===== config.mk =====
export PLATFORM = sky130hd
export DESIGN_NAME = multicycle_control_unit
export DESIGN_NICKNAME = d
export VERILOG_FILES = /design/src/rtl/mips_ctrl_pkg.sv /design/src/rtl/instr_decoder.sv /design/src/rtl/multicycle_control_unit.sv
export SDC_FILE = /design/constraint.sdc
export NUM_CORES = 1
export LEC_CHECK = 0
export CORE_MARGIN = 5
export CORE_UTILIZATION = 50
export CTS_CLUSTER_SIZE = 30
export DETAILED_ROUTE_END_ITERATION = 8
export PLACE_DENSITY = 0.8
export SKIP_CTS_REPAIR_TIMING = 1
export SLEW_MARGIN = 20
export SYNTH_ARGS = -nofsm -noshare
export SYNTH_HDL_FRONTEND = slang
export SYNTH_SLANG_ARGS = --single-unit

===== constraint.sdc =====
create_clock -name clk -period 4.3 [get_ports clk]
set_input_delay 0.86 -clock clk [delete_from_list [all_inputs] [get_ports clk]]
set_output_delay 0.86 -clock clk [all_outputs]
set_load 0.01 [all_outputs]

===== src/rtl/mips_ctrl_pkg.sv =====
// Shared types and encodings for the multi-cycle MIPS control unit.
// States, instruction classes, opcode/funct values, ALU codes, fault causes.
package mips_ctrl_pkg;

  typedef enum logic [2:0] {
    S_FETCH,
    S_DECODE,
    S_EXEC,
    S_MEM,
    S_WB,
    S_FAULT
  } state_t;

  typedef enum logic [2:0] {
    C_R,
    C_IALU,
    C_LW,
    C_SW,
    C_BEQ,
    C_J
  } iclass_t;

  localparam logic [5:0] OP_RTYPE = 6'h00;
  localparam logic [5:0] OP_J     = 6'h02;
  localparam logic [5:0] OP_BEQ   = 6'h04;
  localparam logic [5:0] OP_ADDI  = 6'h08;
  localparam logic [5:0] OP_SLTIU = 6'h0B;
  localparam logic [5:0] OP_ANDI  = 6'h0C;
  localparam logic [5:0] OP_ORI   = 6'h0D;
  localparam logic [5:0] OP_LW    = 6'h23;
  localparam logic [5:0] OP_SW    = 6'h2B;

  localparam logic [5:0] FN_SLL  = 6'h00;
  localparam logic [5:0] FN_SRL  = 6'h02;
  localparam logic [5:0] FN_ADD  = 6'h20;
  localparam logic [5:0] FN_SUB  = 6'h22;
  localparam logic [5:0] FN_AND  = 6'h24;
  localparam logic [5:0] FN_OR   = 6'h25;
  localparam logic [5:0] FN_SLTU = 6'h2B;

  localparam logic [2:0] ALU_AND  = 3'b000;
  localparam logic [2:0] ALU_OR   = 3'b001;
  localparam logic [2:0] ALU_ADD  = 3'b010;
  localparam logic [2:0] ALU_SLL  = 3'b011;
  localparam logic [2:0] ALU_SRL  = 3'b100;
  localparam logic [2:0] ALU_SUB  = 3'b110;
  localparam logic [2:0] ALU_SLTU = 3'b111;

  localparam logic [1:0] FAULT_NONE    = 2'b00;
  localparam logic [1:0] FAULT_ILLEGAL = 2'b01;
  localparam logic [1:0] FAULT_TIMEOUT = 2'b10;

endpackage


===== src/rtl/instr_decoder.sv =====
// Combinational op/funct decode: ALU op, instruction class, extension mode
// and illegal-instruction flag.
module instr_decoder
  import mips_ctrl_pkg::*;
#(
  parameter int OP_W    = 6,
  parameter int FUNCT_W = 6
) (
  input  logic [OP_W-1:0]    op_code,
  input  logic [FUNCT_W-1:0] function_code,
  output logic [2:0]         alu_op,
  output iclass_t            iclass,
  output logic               zero_ext,
  output logic               illegal
);

  always_comb begin
    alu_op   = ALU_ADD;
    iclass   = C_R;
    zero_ext = 1'b0;
    illegal  = 1'b0;
    case (op_code)
      OP_W'(OP_RTYPE): begin
        iclass = C_R;
        case (function_code)
          FUNCT_W'(FN_ADD):  alu_op = ALU_ADD;
          FUNCT_W'(FN_SUB):  alu_op = ALU_SUB;
          FUNCT_W'(FN_AND):  alu_op = ALU_AND;
          FUNCT_W'(FN_OR):   alu_op = ALU_OR;
          FUNCT_W'(FN_SLTU): alu_op = ALU_SLTU;
          FUNCT_W'(FN_SLL):  alu_op = ALU_SLL;
          FUNCT_W'(FN_SRL):  alu_op = ALU_SRL;
          default:           illegal = 1'b1;
        endcase
      end
      OP_W'(OP_ADDI): begin
        iclass = C_IALU;
        alu_op = ALU_ADD;
      end
      OP_W'(OP_SLTIU): begin
        iclass = C_IALU;
        alu_op = ALU_SLTU;
      end
      OP_W'(OP_ANDI): begin
        iclass   = C_IALU;
        alu_op   = ALU_AND;
        zero_ext = 1'b1;
      end
      OP_W'(OP_ORI): begin
        iclass   = C_IALU;
        alu_op   = ALU_OR;
        zero_ext = 1'b1;
      end
      OP_W'(OP_LW):  iclass = C_LW;
      OP_W'(OP_SW):  iclass = C_SW;
      OP_W'(OP_BEQ): begin
        iclass = C_BEQ;
        alu_op = ALU_SUB;
      end
      OP_W'(OP_J):   iclass = C_J;
      default:       illegal = 1'b1;
    endcase
  end

endmodule


===== src/rtl/multicycle_control_unit.sv =====
// Multi-cycle MIPS control FSM: FETCH/DECODE/EXEC/MEM/WB sequencing with
// memory handshake timeout, illegal-op trap and retired-instruction count.
module multicycle_control_unit
  import mips_ctrl_pkg::*;
#(
  parameter int OP_W        = 6,
  parameter int FUNCT_W     = 6,
  parameter int ALU_SEL_W   = 3,
  parameter int CNT_W       = 32,
  parameter int MEM_TIMEOUT = 16
) (
  input  logic                 clk,
  input  logic                 reset,
  input  logic [OP_W-1:0]      op_code,
  input  logic [FUNCT_W-1:0]   function_code,
  input  logic                 alu_zero,
  input  logic                 mem_ready,
  output logic                 mem_rd,
  output logic                 mem_wr,
  output logic                 i_or_d,
  output logic                 ir_write,
  output logic                 pc_write,
  output logic [1:0]           pc_src,
  output logic                 alu_src_a,
  output logic [1:0]           alu_src_b,
  output logic [ALU_SEL_W-1:0] select_bits_ALU,
  output logic                 select_zeroOrSign,
  output logic                 select_writeReg,
  output logic                 mem_to_reg,
  output logic                 write_enable,
  output logic                 fault,
  output logic [1:0]           fault_cause,
  output logic [CNT_W-1:0]     instr_count
);

  localparam int WAIT_W =
    (MEM_TIMEOUT > 1) ? $clog2(MEM_TIMEOUT + 1) : 1;

  state_t            state;
  logic [WAIT_W-1:0] wait_cnt;

  logic [2:0] alu_op;
  iclass_t    iclass;
  logic       zero_ext;
  logic       illegal;

  instr_decoder #(
    .OP_W    (OP_W),
    .FUNCT_W (FUNCT_W)
  ) u_dec (
    .op_code       (op_code),
    .function_code (function_code),
    .alu_op        (alu_op),
    .iclass        (iclass),
    .zero_ext      (zero_ext),
    .illegal       (illegal)
  );

  logic mem_phase;
  logic timeout_hit;
  logic retire;

  assign mem_phase = (state == S_FETCH) || (state == S_MEM);

  // Ready in the final wait slot wins over the timeout.
  assign timeout_hit = (MEM_TIMEOUT != 0) && mem_phase && !mem_ready &&
    (wait_cnt == WAIT_W'(MEM_TIMEOUT - 1));

  always_comb begin
    retire = 1'b0;
    case (state)
      S_EXEC:  retire = (iclass == C_BEQ) || (iclass == C_J);
      S_MEM:   retire = (iclass == C_SW) && mem_ready;
      S_WB:    retire = 1'b1;
      default: retire = 1'b0;
    endcase
  end

  always_ff @(posedge clk or posedge reset) begin
    if (reset) begin
      state       <= S_FETCH;
      wait_cnt    <= '0;
      instr_count <= '0;
      fault       <= 1'b0;
      fault_cause <= FAULT_NONE;
    end else begin
      if (retire)
        instr_count <= instr_count + 1'b1;
      if (mem_phase && !mem_ready)
        wait_cnt <= wait_cnt + 1'b1;
      unique case (state)
        S_FETCH: begin
          if (mem_ready) begin
            state <= S_DECODE;
          end else if (timeout_hit) begin
            state       <= S_FAULT;
            fault       <= 1'b1;
            fault_cause <= FAULT_TIMEOUT;
          end
        end
        S_DECODE: begin
          if (illegal) begin
            state       <= S_FAULT;
            fault       <= 1'b1;
            fault_cause <= FAULT_ILLEGAL;
          end else begin
            state <= S_EXEC;
          end
        end
        S_EXEC: begin
          wait_cnt <= '0;
          case (iclass)
            C_R, C_IALU: state <= S_WB;
            C_LW, C_SW:  state <= S_MEM;
            default:     state <= S_FETCH;
          endcase
        end
        S_MEM: begin
          if (mem_ready) begin
            wait_cnt <= '0;
            state    <= (iclass == C_LW) ? S_WB : S_FETCH;
          end else if (timeout_hit) begin
            state       <= S_FAULT;
            fault       <= 1'b1;
            fault_cause <= FAULT_TIMEOUT;
          end
        end
        S_WB: begin
          wait_cnt <= '0;
          state    <= S_FETCH;
        end
        S_FAULT: state <= S_FAULT;
        default: state <= S_FAULT;
      endcase
    end
  end

  logic [2:0] alu_sel;
  logic [1:0] b_sel;

  assign b_sel = ((iclass == C_R) || (iclass == C_BEQ) ||
                  (iclass == C_J)) ? 2'd0 : 2'd2;

  always_comb begin
    mem_rd            = 1'b0;
    mem_wr            = 1'b0;
    i_or_d            = 1'b0;
    ir_write          = 1'b0;
    pc_write          = 1'b0;
    pc_src            = 2'd0;
    alu_src_a         = 1'b0;
    alu_src_b         = 2'd0;
    alu_sel           = 3'b000;
    select_zeroOrSign = 1'b0;
    select_writeReg   = 1'b0;
    mem_to_reg        = 1'b0;
    write_enable      = 1'b0;
    if (!reset) begin
      unique case (state)
        S_FETCH: begin
          mem_rd    = 1'b1;
          alu_src_b = 2'd1;
          alu_sel   = ALU_ADD;
          ir_write  = mem_ready;
          pc_write  = mem_ready;
        end
        S_DECODE: begin
          alu_src_b         = 2'd3;
          alu_sel           = ALU_ADD;
          select_zeroOrSign = !zero_ext;
        end
        S_EXEC: begin
          alu_src_a         = 1'b1;
          alu_src_b         = b_sel;
          alu_sel           = alu_op;
          select_zeroOrSign = !zero_ext;
          if (iclass == C_BEQ) begin
            pc_src   = 2'd1;
            pc_write = alu_zero;
          end else if (iclass == C_J) begin
            pc_src   = 2'd2;
            pc_write = 1'b1;
          end
        end
        S_MEM: begin
          i_or_d            = 1'b1;
          mem_rd            = (iclass == C_LW);
          mem_wr            = (iclass == C_SW);
          alu_src_a         = 1'b1;
          alu_src_b         = b_sel;
          alu_sel           = alu_op;
          select_zeroOrSign = !zero_ext;
        end
        S_WB: begin
          write_enable      = 1'b1;
          select_writeReg   = (iclass != C_R);
          mem_to_reg        = (iclass == C_LW);
          alu_src_a         = 1'b1;
          alu_src_b         = b_sel;
          alu_sel           = alu_op;
          select_zeroOrSign = !zero_ext;
        end
        default: ;
      endcase
    end
  end

  assign select_bits_ALU = ALU_SEL_W'(alu_sel);

endmodule


==> metrics.cfg <==
[synthesis]
synth_mux_area_share_pct = 0
async_flop_share_pct = 100
ys_warn_count = 0
synth_fp_nets = 341
ys_top_cells_by_area = dfrtp_1, xnor2_1, xor2_1
synth_flop_cell = dfrtp_1
synthXorXnorAreaFrac_pct = 10.5
postSynthAreaPerCell_sq_um = 8.78
syn_inst = 322
yosys.area.top_type = dfrtp_1
synth-simple-area-share_pct = 31.7
ys_seq_area_share_pct = 38.1
yosys.area_share.adder_pct = 1.33
synth_compound_area_share_pct = 13.5
synth-edff-count = 0
synth_seq_cells = 43
synth_top_area_share_pct = 38.1
synth_top_family_by_area = simple AND/OR/NAND/NOR gates
ys_types = 54
syn-cell-area_sq_um = 2830

[place]
post-dp-hpwl_microns = 5380
place_inst = 449
port-buffer-count = 67
gp_congestion = 0.856
post-place-ws_ps = 262

[worst_setup_path]
worstPathArrival_ps = 3250
path_class = in -> out
worstSetupStartpointType = input port
required_ps = 3440
cp_max_fo = 5
end_kind = output pin

[grt]
gr-total-overflow = 0
grtUsageTotal_pct = 19.7
grt_max_degree = 30
grt_pass1_vias = 2550
grt_pass1_wl_microns = 12000
antenna_found_initial = 0

[routing]
drtPass1Iterations = 4
via_per_inst = 5.82
wl_per_cell_microns = 15.6
ant_nets = 0
drcViolationCount = 0
initialDrtViolationCount = 111
totalWireLength_microns = 7130
vias = 2662

[power]
vdd_drop_max_mv = 0.133
share_seq_of_total_power_pct = 55.3
cellPowerDensity_nw_per_um2 = 205
internal_power_uw = 559
clock_power_share_pct = 33.3
pwr-share-comb_pct = 11.4
switching_power_uw = 187
netSwitchingFraction_pct = 25.1
p_total_uw = 747
power.leakage_nw = 1.35

[sta]
slew_violations = 0
fmaxAchievable_mhz = 243
setup_viol = 0
rsz0062_at_grt = false
finalCriticalPeriod_ps = 4110
finalHoldWorstSlack_ps = 481
fin_ws_ps = 185
relSlewSlack_pct = 43.2
setup_tns_ps = 0
skew_ps = 8.15
tightest_slew_ps = 844
period_share_pct = 95.7
hold_violations = 0

[cells_and_area]
drive_gt1_share_pct = 7.79
final_common_cell = clkdlybuf4s50_1
stdcell_count = 457
area_delta_synth_final_pct = 28.8
antenna_cells = 0
nets = 403
final_cell_mix = clkdlybuf4s50_1, dfrtp_1, nand2_1, nor2_1, xnor2_1
fill_cells = 462

[clock_tree]
htreeDepth = 2
clockRootBuffer = clkbuf_8
cts_tree = yes
clk_path_buf_depth = 2
clkTransAtPathRegs_ps = 80
cts_buffers = 5
insertion_delay_ps = 290
clock-sinks = 43

[floorplanning]
io-pin-count = 68
initial_core_util_pct = 51.3
design.die.area_sq_um = 7260
die_h_microns = 85.2
fp-row-count = 27
die_w_microns = 85.2
core_area_sq_um = 5510

[min_path]
hp-class = reg -> reg

[status]
status = finished clean

[run]
maxCapViolations = 0

## path summary, 6_finish.rpt
kind                       depth (start not counted)  slack [ps]            start              end
max                                                7         190       op_code[0]     alu_src_b[1]
min                                                1         480  instr_count[31]  instr_count[31]
max reg2reg                                        5        1640         state[1]  instr_count[30]
min reg2reg                                        1         480  instr_count[31]  instr_count[31]
max in group asynchronous                          3        2700            reset   instr_count[1]
min in group asynchronous                          3        1270            reset  instr_count[23]
## per-layer routing
layer | global-route usage, % | share of wire [%]
met3 | 4.17 | 6.8
met5 | 0 | 0
met4 | 3.74 | 0.56
met2 | 34.6 | 50
met1 | 24.9 | 42
## metrics by stage
| step | utilization, % | cell area (sq um) |
|---|---|---|
| 2_1_floorplan | - | 2830 |
| 4_1_cts | 66.0 | 3630 |
| 3_3_place_gp | 64.5 | 3550 |
| 6_report | 66.1 | 3640 |
| 5_1_grt | 66.1 | 3640 |
| 3_5_place_dp | 64.5 | 3550 |
## registers in the layout (all words and copies together), names as in the netlist
register     flops
state            3
instr_count     32
wait_cnt         5
fault_cause      2
fault            1
## cells by family (layout without fill, tap and decap cells)
family,count (synthesis),in the layout
AO/OA/AOI/OAI,59,59
AND/OR/NAND/NOR,154,154
buffers and inverters,29,92
XOR/XNOR,34,34
flip-flops,43,43
adder cells (fa/ha/maj),3,3
## synth_stat cells, types with 2 or more instances
cell type  instances
a21o_1             2
o22ai_1            2
o21ai_0           14
buf_2              3
o21bai_1           4
clkbuf_1          13
and3_1            11
buf_6              3
dfrtp_1           43
inv_1              7
or4_1              4
and2_1             6
or3_1              3
nor3_1            12
o31ai_1            2
nor3_2             5
nand3_1           15
nor4_1             3
nand4_1           17
nand2_1           33
nand3b_1           2
nor2b_1            2
nor4b_1            2
nand2b_1           3
a31oi_1            7
nor2_1            20
ha_1               3
a21oi_1           13
nor3b_1            4
buf_1              2
or4b_2             2
nor4_2             2
xnor2_1           18
and4_1             5
xor2_1            16
## power groups by stage
stage | sequential, mW | clock [mW] | combinational [mW]
detailed placement | 0.421 | 0 | 0.0842
floorplan | 0.421 | 0 | 0.0480
CTS | 0.413 | 0.254 | 0.0845
global route | 0.414 | 0.269 | 0.0950
global placement | 0.421 | 0 | 0.0827
finish | 0.413 | 0.249 | 0.0848
## final cells by class
| cell class | count | area [sq um] | share of cell area [%] |
|---|---|---|---|
| repair buffers | 77 | 746 | 20.5 |
| flip-flops and latches | 43 | 1080 | 29.6 |
| multi-input cells | 250 | 1620 | 44.4 |
| clock inverters | 2 | 12.5 | 0.344 |
| well taps | 72 | 90.1 | 2.47 |
| clock buffers | 6 | 72.6 | 1.99 |
| inverters | 7 | 26.3 | 0.722 |
## critical path, stage by stage
cell	delay, ps
clkdlybuf4s50_1	490
nor2b_1	200
or4b_2	640
a21oi_1	160
o21ai_0	100
a21oi_1	230
clkdlybuf4s50_1	580
No activity file was read; power rests on OpenSTA's default activity.
